File: src/rtl/hazard_sched.sv
// Hazard scheduler for the 5-stage MIPS core: tracks E/M/W producers, raises stall,
// drives forwarding selects and keeps a saturating stall-cycle counter.
module hazard_sched #(
  parameter int REG_AW = 5,
  parameter int CNT_W  = 16
) (
  input  logic              clk,
  input  logic              rst_n,
  input  logic              D_valid,
  input  logic [REG_AW-1:0] D_rs,
  input  logic [REG_AW-1:0] D_rt,
  input  logic [REG_AW-1:0] D_A3,
  input  logic              D_RegWrite,
  input  logic [1:0]        Tuse_rs,
  input  logic [1:0]        Tuse_rt,
  input  logic [1:0]        D_Tnew,
  input  logic              ext_stall,
  output logic              stall,
  output logic [1:0]        fwd_rs_D,
  output logic [1:0]        fwd_rt_D,
  output logic [1:0]        fwd_rs_E,
  output logic [1:0]        fwd_rt_E,
  output logic              fwd_rt_M,
  output logic [CNT_W-1:0]  stall_cnt
);

  typedef logic [REG_AW-1:0] reg_t;

  logic       e_vld, e_we;
  reg_t       e_a3, e_rs, e_rt;
  logic [1:0] e_tnew;
  logic       m_vld, m_we;
  reg_t       m_a3, m_rt;
  logic [1:0] m_tnew;
  logic       w_vld, w_we;
  reg_t       w_a3;
  logic       hazard;
  logic       issue;

  function automatic logic [1:0] dec_sat(input logic [1:0] t);
    return (t == 2'd0) ? 2'd0 : t - 2'd1;
  endfunction

  // $0 is never a live destination, so it can neither stall nor forward
  function automatic logic live(input logic vld, input logic we, input reg_t a3, input reg_t r);
    return vld & we & (a3 == r) & (r != '0);
  endfunction

  function automatic logic need_stall(input reg_t r, input logic [1:0] tuse);
    return (tuse != 2'd3) &
           ((live(e_vld, e_we, e_a3, r) & (tuse < e_tnew)) |
            (live(m_vld, m_we, m_a3, r) & (tuse < m_tnew)));
  endfunction

  function automatic logic [1:0] sel_d(input reg_t r);
    if (live(e_vld, e_we, e_a3, r) && e_tnew == 2'd0)      return 2'b11;
    else if (live(m_vld, m_we, m_a3, r) && m_tnew == 2'd0) return 2'b10;
    else if (live(w_vld, w_we, w_a3, r))                   return 2'b01;
    else                                                   return 2'b00;
  endfunction

  function automatic logic [1:0] sel_e(input reg_t r);
    if (live(m_vld, m_we, m_a3, r) && m_tnew == 2'd0) return 2'b10;
    else if (live(w_vld, w_we, w_a3, r))              return 2'b01;
    else                                              return 2'b00;
  endfunction

  always_comb begin
    hazard   = D_valid & (need_stall(D_rs, Tuse_rs) | need_stall(D_rt, Tuse_rt));
    stall    = hazard | ext_stall;
    issue    = D_valid & ~stall;
    fwd_rs_D = sel_d(D_rs);
    fwd_rt_D = sel_d(D_rt);
    fwd_rs_E = sel_e(e_rs);
    fwd_rt_E = sel_e(e_rt);
    fwd_rt_M = live(w_vld, w_we, w_a3, m_rt);
  end

  always_ff @(posedge clk or negedge rst_n) begin
    if (!rst_n) begin
      e_vld     <= 1'b0;
      e_we      <= 1'b0;
      e_a3      <= '0;
      e_rs      <= '0;
      e_rt      <= '0;
      e_tnew    <= 2'd0;
      m_vld     <= 1'b0;
      m_we      <= 1'b0;
      m_a3      <= '0;
      m_rt      <= '0;
      m_tnew    <= 2'd0;
      w_vld     <= 1'b0;
      w_we      <= 1'b0;
      w_a3      <= '0;
      stall_cnt <= '0;
    end else begin
      w_vld  <= m_vld;
      w_we   <= m_we;
      w_a3   <= m_a3;
      m_vld  <= e_vld;
      m_we   <= e_we;
      m_a3   <= e_a3;
      m_rt   <= e_rt;
      m_tnew <= dec_sat(e_tnew);
      // a bubble clears every field so it can never match as consumer or producer
      e_vld  <= issue;
      e_we   <= issue & D_RegWrite;
      e_a3   <= issue ? D_A3 : '0;
      e_rs   <= issue ? D_rs : '0;
      e_rt   <= issue ? D_rt : '0;
      e_tnew <= issue ? dec_sat(D_Tnew) : 2'd0;
      if (stall && stall_cnt != '1)
        stall_cnt <= stall_cnt + 1'b1;
    end
  end

endmodule

File: config.mk
export PLATFORM = sky130hd
export DESIGN_NAME = hazard_sched
export DESIGN_NICKNAME = d
export VERILOG_FILES = /design/src/rtl/hazard_sched.sv
export SDC_FILE = /design/constraint.sdc
export NUM_CORES = 1
export LEC_CHECK = 0
export CORE_MARGIN = 5
export CORE_UTILIZATION = 57
export DETAILED_ROUTE_END_ITERATION = 16
export PLACE_DENSITY = 0.92
export SLEW_MARGIN = 10
export SYNTH_ARGS = -nofsm -noshare
export SYNTH_HDL_FRONTEND = slang
export SYNTH_SLANG_ARGS = --single-unit
File: constraint.sdc
create_clock -name clk -period 4.8 [get_ports clk]
set_input_delay 0.96 -clock clk [delete_from_list [all_inputs] [get_ports clk]]
set_output_delay 0.96 -clock clk [all_outputs]
set_load 0.01 [all_outputs]
==> impl_results.md, run 1 <==
* Port bufs at 51
* H-tree levels at 2
* Synth Cell Area at 3030 sq um
* Syn_nets at 312
* Pleak at 1.60 nW
* Net Sw Power at 0.000299 W
* Worst path cell trace: clkdlybuf4s50_1 -> or4_1 -> nor2_2 -> nor4_1 -> a32oi_2 -> a31oi_4 -> or2_2 -> clkdlybuf4s50_1
* Clock Latency Late Sink at 0.31 ns
* Post-synthesis cell type count at 51
* Syn_area_per_cell at 10.8 sq um
* Share of cells above drive strength 1 at 8.79%
* Setup repair bufs after CTS at 0
* Final #Nets at 360
* Total die area at 6880 sq um
* Part of the power in registers at 53.5%
* Clk sinks at 56
* Flops & latches, synth at 56
* Slowest library cell on the worst path: or4_1
* RSZ-0062 raised after global routing: no
* Worst relative slew slack at 55.5%
* Post-synth EDFFs at 0
* Req. time, crit path at 3.84 ns
* # setup viols final at 0
* CP Class: input port to output pin
* Yosys warning total at 0
* Sequential share of the synthesized area at 46.2%
* Peak Freq at 0.224 GHz
* Slowest stage delay, CP at 0.56 ns
* Crit path DAT at 3.51 ns
* Top cells by area, synth: dfrtp_1, xnor2_1, xor2_1
* Metal-1 WL at 2.83 mm
* Top_reg_cell synth: dfrtp_1
* Startpoint class of the critical path: input port
* Core Box Area at 5140 sq um
* Initial antenna violation count at 0
* Clock transition at path regs at 0.09 ns
* Hold crit path type: register to register
* Antenna fix cells at 0
* Fin crit share at 93.1%
* Cts hold-fix bufs at 0
* Post-layout min period at 4.47 ns
* Slew Limit Fails at 0
* Hpwl dp at 4.95 mm
* Post-Place Worst Slack at 0.368 ns
* Num rows at 26
* IO Pins at 52
* Max-cap violations at 0
* Final Hold Viols at 0
* Sum Neg Setup Slack at 0 ns
* FILL cells at 389
* Top cell type's share of synthesized area at 46.2%
* Maximum vdd drop at 0.000342 V
* Largest net degree at the start of global routing at 57
* Net Sw Frac at 28.3%
* CTS root buf: clkbuf_8
* Largest area contributor in the synthesized netlist: dfrtp_1
* Post-DR wirelength/cell at 16.7 um
* Worst Tran Pin Value at 0.668 ns
* Area growth from synthesis to layout at 21.3%
* CTS Buf Count at 5
* First-pass GRT wire length at 11.4 mm
* Status: completed
* Routed met2 length at 3.36 mm
* Starting DRC count in detailed routing at 140
* Routed via count at 2280
* Drt via density at 5.70
* CTS tree: built
* Critical path's top delay family: simple AND/OR/NAND/NOR gates
* DR pass1 iterations at 4
* GPL Wtd Cong at 0.918
* Internal at 0.000760 W
* Critical Path End Type: output pin
* Final core utilization at 71.6%
* CP max FO at 5
* Chip width at 83.0 um
* Cell mode on critical path: clkdlybuf4s50_1
* Longest Clk Path Bufs at 2
* Ys async rst share at 100%
* Final ANT Viol Nets at 0
* Logic pwr share at 22.0%
* Pwr dens at 288 nW/um^2
* WL met3 at 339 um
* Total wire length after detailed routing at 6.67 mm
* Global Route Usage Sum at 20.1%
* # DRC at 0
* Grt ovf at 0
* Clk_skew at 0.00855 ns
* Initial Utilization at 59.0%
* Die H at 83.0 um
* Worst Slack Setup Final at 0.332 ns
* Max Used Layer: met4
* CP Buf/Inv Count at 2
* Cts repair resizes at 0
* Clock share of power at 24.4%
* Number of global-route vias before repair at 2330
* Cells after Synth at 281
cell families (layout without fill, tap and decap cells):
group | after synthesis | after routing | share of synthesized area (%)
AOI/OAI and AO/OA | 29 | 29 | 9.53
xor gates and xnor gates | 61 | 61 | 17.6
adders and majority gates | 5 | 5 | 2.06
buffers and inverters | 22 | 71 | 3.18
DFF | 56 | 56 | 46.2
muxes | 5 | 5 | 1.77
and+or+nand+nor | 103 | 103 | 19.7
synthesized netlist by cell type, types with 2 or more instances:
cell and number:
o22a_1 4, inv_1 8, or4_1 5, and4_1 2, nor2b_1 4, clkbuf_1 8
mux2_1 3, mux2i_1 2, a21oi_1 2, o2111ai_2 2, nor3_1 7, o2111ai_1 2
nand3_1 5, nor4_1 7, ha_1 5, nand2_1 16, buf_2 2, xnor2_1 43
o211ai_2 6, o22ai_1 2, nor2_1 12, xor2_1 18, and3_1 10, and2_1 18
dfrtp_1 56, nand4_1 7
cells in the final DEF, fill, tap and decap left out, types with 7 or more instances in the layout:
| cell | Yosys | final |
|---|---|---|
| dfrtp_1 | 56 | 56 |
| clkdlybuf4s50_1 | 0 | 50 |
| xnor2_1 | 43 | 43 |
| xor2_1 | 18 | 18 |
| and2_1 | 18 | 18 |
| nand2_1 | 16 | 16 |
| nor2_1 | 12 | 12 |
| and3_1 | 10 | 10 |
| inv_1 | 8 | 8 |
| nor3_1 | 7 | 7 |
| nand4_1 | 7 | 7 |
| nor4_1 | 7 | 7 |
worst paths after layout:
check	start	to	slack, ns	cells after the start
max	D_rs[2]	stall	0.33	8
min	m_we$_DFF_PN0_	w_we$_DFF_PN0_	0.38	0
max reg2reg	m_a3[4]$_DFF_PN0_	stall_cnt[1]$_DFFE_PN0P_	2.16	8
min reg2reg	m_we$_DFF_PN0_	w_we$_DFF_PN0_	0.38	0
max in group asynchronous	rst_n	e_rs[2]$_DFF_PN0_	3.60	2
min in group asynchronous	rst_n	e_a3[1]$_DFF_PN0_	0.76	2
routing by layer:
layer  GRT usage (%)  up-vias
met5               0        -
met4            7.58        0
met3            4.16       15
met2            33.5       75
met1            25.8     1119
li1                -     1071
metrics by stage:
step	power, W	cells	instance area [sq um]	hold WS (ns)
after floorplan	0.000685	281	3030	0.352
after global placement	0.000801	392	3590	0.358
after detailed placement	0.000810	392	3590	0.362
after CTS	0.00107	400	3680	0.382
after global routing	0.00112	400	3680	0.397
final	0.00106	400	3680	0.381
power groups by stage:
stage          Combinational (W)  Clock (W)  Sequential [W]
3_5_place_dp            0.000235          0        0.000574
6_report                0.000233   0.000259        0.000567
5_1_grt                 0.000256   0.000285        0.000575
4_1_cts                 0.000237   0.000267        0.000567
2_1_floorplan           0.000114          0        0.000571
3_3_place_gp            0.000228          0        0.000573
final cells by class:
class                      instances  area, sq um  share of cell area [%]
inverter                           9         33.8                   0.918
tap                               70         87.6                    2.38
timing repair buffer              54          528                    14.3
clock buffer                       6         82.6                    2.24
clock inverter                     2         10.0                   0.272
multi-input combinational        203         1540                    41.8
sequential                        56         1400                    38.1
sequential cells by signal (all words and copies together), names as in the netlist:
name       flops
e_tnew         2
m_vld          1
m_tnew         2
m_a3           5
m_we           1
e_rs           5
e_a3           5
e_we           1
stall_cnt     16
e_rt           5
w_a3           5
w_vld          1
w_we           1
m_rt           5
e_vld          1
(Power assumes the default switching activity.)
==> run 2, diff against run 1 <==
--- a/config.mk
+++ b/config.mk
@@ -5,9 +5,11 @@
 export SDC_FILE = /design/constraint.sdc
 export NUM_CORES = 1
 export LEC_CHECK = 0
+export CAP_MARGIN = 30
 export CORE_MARGIN = 5
 export CORE_UTILIZATION = 57
 export DETAILED_ROUTE_END_ITERATION = 16
+export MAX_ROUTING_LAYER = met4
 export PLACE_DENSITY = 0.92
 export SLEW_MARGIN = 10
 export SYNTH_ARGS = -nofsm -noshare
==> run 2 against run 1 <==
Net effect: via count down 1.3%; cell area hardly changed; sequential power is essentially flat; total power decreased by 0.27%; count of clock-buffer cells in the layout grew 2; fmax hardly changed; clock power is 2% lower; sequential share of layout area hardly changed; setup slack got worse by 0.0018 ns; non-clock buffer count stayed put; global-route usage rose by 0.19 points; largest power group unchanged.
==> impl_results.md, run 2 (synthesis gave the netlist of run 1 again) <==
* Worst Tran Pin Value at 0.680 ns (was 0.668 ns)
* Most frequent cells in the layout: dfrtp_1, clkdlybuf4s50_1, xnor2_1 (unchanged)
* # setup viols final at 0 (unchanged)
* Hold crit path type: register to register (unchanged)
* Initial antenna violation count at 0 (unchanged)
* Post-layout min period at 4.47 ns (about the same)
* CTS tree: built (unchanged)
* Setup repair bufs after CTS at 0 (unchanged)
* Part of the power in registers at 53.7% (was 53.5%)
* Pleak at 1.59 nW (was 1.60 nW)
* Multi-input logic area at 1540 sq um (unchanged)
* Fin crit share at 93.1% (about the same)
* Top reg by flops: stall_cnt (unchanged)
* Startpoint class of the critical path: input port (unchanged)
* Total wire length after detailed routing at 6.66 mm (was 6.67 mm)
* Global Route Usage Sum at 20.3% (was 20.1%)
* RSZ-0062 raised after global routing: no (unchanged)
* Peak Freq at 0.224 GHz (about the same)
* Post-DR wirelength/cell at 16.6 um (was 16.7 um)
* Max-cap violations at 0 (unchanged)
* Slew Limit Fails at 0 (unchanged)
* H-tree levels at 2 (unchanged)
* Logic pwr share at 22.2% (was 22.0%)
* Core Box Area at 5140 sq um (unchanged)
* Slowest stage delay, CP at 0.56 ns (about the same)
* Routed via count at 2250 (was 2280)
* Clock Latency Late Sink at 0.31 ns (about the same)
* CTS Buf Count at 5 (unchanged)
* GPL Wtd Cong at 0.929 (was 0.918)
* Largest register FFs at 16 (unchanged)
* Clock share of power at 24.1% (was 24.4%)
* Status: completed (unchanged)
* Pwr dens at 287 nW/um^2 (was 288 nW/um^2)
* Req. time, crit path at 3.84 ns (about the same)
* IO Pins at 52 (unchanged)
* Starting DRC count in detailed routing at 117 (was 140)
* Net Sw Power at 0.000294 W (was 0.000299 W)
* Clk_skew at 0.0108 ns (was 0.00855 ns)
* Worst relative slew slack at 54.6% (was 55.5%)
* Largest net degree at the start of global routing at 57 (unchanged)
* Drt via density at 5.63 (was 5.70)
* First-pass GRT wire length at 11.2 mm (was 11.4 mm)
* Cell mode on critical path: clkdlybuf4s50_1 (unchanged)
* Initial Utilization at 59.0% (unchanged)
* Sum Neg Setup Slack at 0 ns (unchanged)
* Antenna fix cells at 0 (unchanged)
* CP Class: input port to output pin (unchanged)
* Port bufs at 51 (unchanged)
* Net Sw Frac at 27.8% (was 28.3%)
* # DRC at 0 (unchanged)
* Maximum vdd drop at 0.000312 V (was 0.000342 V)
* Cts repair resizes at 0 (unchanged)
* Clock transition at path regs at 0.09 ns (about the same)
* CTS root buf: clkbuf_8 (unchanged)
* Hold Worst Slack at 0.378 ns (was 0.381 ns)
* Area growth from synthesis to layout at 21.2% (was 21.3%)
* Final ANT Viol Nets at 0 (unchanged)
* DR pass1 iterations at 4 (unchanged)
* Chip width at 83.0 um (unchanged)
* Seq. cell area at 1400 sq um (unchanged)
* CP max FO at 5 (unchanged)
* Longest Clk Path Bufs at 2 (unchanged)
* Crit path DAT at 3.51 ns (about the same)
* Slowest library cell on the worst path: or4_1 (unchanged)
* Hpwl dp at 5.01 mm (was 4.95 mm)
* Internal at 0.000762 W (was 0.000760 W)
* Total die area at 6880 sq um (unchanged)
* Share of cells above drive strength 1 at 8.18% (was 8.79%)
* Clk sinks at 56 (unchanged)
* Die H at 83.0 um (unchanged)
* Grt ovf at 0 (unchanged)
* Commonest non-fill, non-tap cell in the layout: dfrtp_1 (unchanged)
* Final #Nets at 360 (unchanged)
* Num rows at 26 (unchanged)
* Final Hold Viols at 0 (unchanged)
* Critical Path End Type: output pin (unchanged)
* FILL cells at 394 (was 389)
* Worst path cell trace: clkdlybuf4s50_1 -> or4_1 -> nor2_2 -> nor4_1 -> a32oi_2 -> a31oi_4 -> or2_2 -> clkdlybuf4s50_1 (unchanged)
* Cts hold-fix bufs at 0 (unchanged)
* Number of global-route vias before repair at 2264 (was 2330)
## run 2: cell types whose count changed in the layout (fill, tap and decap cells not counted), sizes merged
| cell | change |
|---|---|
| clkbuf | +2 |
| clkinv | -2 |
## run 2: through the flow
step / setup WS [ns] / cells / instance area [sq um] / total power, W / util [%]
after global routing: 0.248 / 400 / 3680 / 0.00112 / 71.5
final: 0.331 / 400 / 3680 / 0.00106 / 71.5
after CTS: 0.347 / 400 / 3680 / 0.00107 / 71.5
after floorplan: 1.23 / 281 / 3030 / 0.000685 / -
after global placement: 0.404 / 392 / 3590 / 0.000801 / 69.8
after detailed placement: 0.361 / 392 / 3590 / 0.000810 / 69.8
## run 2: area by class of cell
| class | count | share of cell area (%) |
|---|---|---|
| multi-input cells | 203 | 41.8 |
| inverters | 9 | 0.919 |
| well taps | 70 | 2.38 |
| flip-flops and latches | 56 | 38.1 |
| clock buffers | 8 | 2.45 |
| repair buffers | 54 | 14.4 |
## run 2: critical path: cells and delay by family
family / cells / cell delay (ns)
simple gates: 4 / 1.11
buf+inv: 2 / 1.00
compound gates: 2 / 0.43
## run 2: worst paths after layout
kind / startpoint / cells past startpoint / to / slack, ns
max: D_rs[2] / 8 / stall / 0.33
min: m_vld$_DFF_PN0_ / 0 / w_vld$_DFF_PN0_ / 0.38
max reg2reg: m_a3[4]$_DFF_PN0_ / 8 / stall_cnt[1]$_DFFE_PN0P_ / 2.15
min reg2reg: m_vld$_DFF_PN0_ / 0 / w_vld$_DFF_PN0_ / 0.38
max in group asynchronous: rst_n / 2 / m_rt[4]$_DFF_PN0_ / 3.57
min in group asynchronous: rst_n / 2 / e_a3[1]$_DFF_PN0_ / 0.77
## run 2: power groups by stage
stage / clock, W / combinational (W) / sequential (W)
detailed placement: 0 / 0.000235 / 0.000575
floorplan: 0 / 0.000114 / 0.000571
global route: 0.000284 / 0.000258 / 0.000575
finish: 0.000254 / 0.000235 / 0.000567
global placement: 0 / 0.000228 / 0.000573
CTS: 0.000262 / 0.000239 / 0.000567
## run 2: layer usage
| metal | vias up | GRT usage (%) | share of wire, % |
|---|---|---|---|
| li1 | 1075 | - | - |
| met1 | 1071 | 25.2 | 42 |
| met2 | 91 | 34.9 | 51 |
| met3 | 13 | 3.07 | 5.1 |
| met4 | 0 | 5.20 | 1.4 |
| met5 | - | - | 0 |
==> run 3, diff against run 2 <==
--- a/config.mk
+++ b/config.mk
@@ -8,9 +8,10 @@
 export CAP_MARGIN = 30
 export CORE_MARGIN = 5
 export CORE_UTILIZATION = 57
+export CTS_CLUSTER_DIAMETER = 50
 export DETAILED_ROUTE_END_ITERATION = 16
 export MAX_ROUTING_LAYER = met4
-export PLACE_DENSITY = 0.92
+export PLACE_DENSITY_LB_ADDON = 0.3
 export SLEW_MARGIN = 10
 export SYNTH_ARGS = -nofsm -noshare
 export SYNTH_HDL_FRONTEND = slang
==> run 3 against run 2 <==
Net effect: first-iteration DRC count is 50% higher; setup slack got worse by 0.040 ns; global-route usage rose by 0.52 points; via count rose by 1.1%; total power down 1.7%; final cell count unchanged; flip-flop and latch count did not move; routed wire length shrank 0.17%; critical path depth is the same; clock skew shrank 0.0036 ns; die area is the same; register-to-register slack lost 0.03 ns.
==> impl_results.md, run 3 (synthesis gave the netlist of run 1 again) <==
* Clock Latency Late Sink at 0.30 ns (was 0.31 ns)
* Initial Utilization at 59.0% (unchanged)
* # setup viols final at 0 (unchanged)
* Die H at 83.0 um (unchanged)
* CTS Buf Count at 5 (unchanged)
* Maximum vdd drop at 0.000250 V (was 0.000312 V)
* Area growth from synthesis to layout at 21.0% (was 21.2%)
* Logic pwr share at 22.4% (was 22.2%)
* Pwr dens at 283 nW/um^2 (was 287 nW/um^2)
* Post-layout min period at 4.51 ns (was 4.47 ns)
* Total die area at 6880 sq um (unchanged)
* Number of global-route vias before repair at 2418 (was 2264)
* CTS root buf: clkbuf_8 (unchanged)
* Global Route Usage Sum at 20.8% (was 20.3%)
* Max-cap violations at 0 (unchanged)
* Share of cells above drive strength 1 at 8.48% (was 8.18%)
* Most frequent cells in the layout: dfrtp_1, clkdlybuf4s50_1, xnor2_1 (unchanged)
* Fin cells at 400 (unchanged)
* Final Hold Viols at 0 (unchanged)
* Final ANT Viol Nets at 0 (unchanged)
* Setup repair bufs after CTS at 0 (unchanged)
* Starting DRC count in detailed routing at 176 (was 117)
* Num rows at 26 (unchanged)
* Worst Tran Pin Value at 0.685 ns (was 0.680 ns)
* Part of the power in registers at 54.4% (was 53.7%)
* CTS tree: built (unchanged)
* First-pass GRT wire length at 11.5 mm (was 11.2 mm)
* Largest net degree at the start of global routing at 57 (unchanged)
* Placed instance count at 393 (was 392)
* # DRC at 0 (unchanged)
* Routing usage on met3 at 3.47% (was 3.07%)
* Net Sw Frac at 28.3% (was 27.8%)
* Peak Freq at 0.222 GHz (was 0.224 GHz)
* IO Pins at 52 (unchanged)
* Clk sinks at 56 (unchanged)
* Chip width at 83.0 um (unchanged)
* Commonest non-fill, non-tap cell in the layout: dfrtp_1 (unchanged)
* Clk_skew at 0.00726 ns (was 0.0108 ns)
* Final #Nets at 361 (was 360)
* RSZ-0062 raised after global routing: no (unchanged)
* DR pass1 iterations at 4 (unchanged)
* Status: completed (unchanged)
* GPL Wtd Cong at 0.920 (was 0.929)
* Req. time, crit path at 3.84 ns (about the same)
* Worst relative slew slack at 54.4% (was 54.6%)
* Total wire length after detailed routing at 6.65 mm (was 6.66 mm)
* Critical Path End Type: output pin (unchanged)
* Sum Neg Setup Slack at 0 ns (unchanged)
* Initial antenna violation count at 0 (unchanged)
* Longest Clk Path Bufs at 2 (unchanged)
* Clock transition at path regs at 0.09 ns (about the same)
* CP max FO at 5 (unchanged)
* Final Total Pwr at 0.00104 W (was 0.00106 W)
* Hpwl dp at 4.89 mm (was 5.01 mm)
* Cts hold-fix bufs at 0 (unchanged)
* Hold crit path type: register to register (unchanged)
* H-tree levels at 2 (unchanged)
* GR Util met2 at 35.1% (was 34.9%)
* Top reg by flops: stall_cnt (unchanged)
* Net Sw Power at 0.000294 W (about the same)
* Startpoint class of the critical path: input port (unchanged)
* Drt via density at 5.69 (was 5.63)
* Fin crit share at 93.9% (was 93.1%)
* Routed via count at 2275 (was 2250)
* CP Class: input port to output pin (unchanged)
* Internal at 0.000744 W (was 0.000762 W)
* Cts repair resizes at 0 (unchanged)
* Met1 Use GR at 24.8% (was 25.2%)
* Grt ovf at 0 (unchanged)
* Antenna fix cells at 0 (unchanged)
* Largest register FFs at 16 (unchanged)
* Crit path DAT at 3.55 ns (was 3.51 ns)
* Clock share of power at 23.2% (was 24.1%)
* Pleak at 1.59 nW (about the same)
* Post-DR wirelength/cell at 16.6 um (about the same)
* Core Box Area at 5140 sq um (unchanged)
* Slew Limit Fails at 0 (unchanged)
* Most Used Layer, Global Route: met2 (unchanged)
* Port bufs at 51 (unchanged)
-- run 3: cell count changes in the layout (fill, tap and decap cells not counted), sizes merged --
cell / before / now
buf: 4 / 5
clkinv: 0 / 1
clkbuf: 8 / 6
-- run 3: cell type report --
type / count / area [sq um]
Clock buffer: 6 / 72.6
Clock inverter: 1 / 5.00
Fill cell: 433 / 1470
Inverter: 9 / 33.8
Multi-Input combinational cell: 203 / 1540
Sequential cell: 56 / 1400
Tap cell: 70 / 87.6
Timing Repair Buffer: 55 / 536
-- run 3: final timing paths --
kind / start / end / slack [ns] / cells after the start
max: D_rs[2] / stall / 0.29 / 8
min: e_we$_DFF_PN0_ / m_we$_DFF_PN0_ / 0.38 / 0
max reg2reg: m_a3[4]$_DFF_PN0_ / stall_cnt[14]$_DFFE_PN0P_ / 2.12 / 8
min reg2reg: e_we$_DFF_PN0_ / m_we$_DFF_PN0_ / 0.38 / 0
max in group asynchronous: rst_n / stall_cnt[7]$_DFFE_PN0P_ / 3.57 / 2
min in group asynchronous: rst_n / stall_cnt[14]$_DFFE_PN0P_ / 0.76 / 2
-- run 3: power by group through the flow --
| stage | Sequential (W) | Clock (W) | Combinational [W] |
|---|---|---|---|
| after detailed placement | 0.000572 | 0 | 0.000235 |
| after global placement | 0.000573 | 0 | 0.000227 |
| after global routing | 0.000573 | 0.000268 | 0.000257 |
| after floorplan | 0.000571 | 0 | 0.000114 |
| final | 0.000565 | 0.000241 | 0.000233 |
| after CTS | 0.000565 | 0.000248 | 0.000236 |
-- run 3: critical path: stages --
cell and delay (ns):
clkdlybuf4s50_1 0.53, or4_1 0.57, nor2_2 0.16, nor4_1 0.10
a32oi_2 0.29, a31oi_4 0.13, or2_2 0.31, clkdlybuf4s50_1 0.49
-- run 3: layer usage --
layer  wire [um]  part of all wire, %
met1        2860                   43
met2        3350                   50
met4         172                  2.6
met3         265                  4.0
met5           0                    0
-- run 3: per-stage QoR --
stage	instance area, sq um	hold WS (ns)	worst slack, ns	utilization [%]
6_report	3670	0.382	0.291	71.4
5_1_grt	3670	0.395	0.188	71.4
4_1_cts	3670	0.384	0.292	71.4
3_5_place_dp	3590	0.362	0.322	69.9
3_3_place_gp	3590	0.357	0.365	69.9
2_1_floorplan	3030	0.352	1.23	-
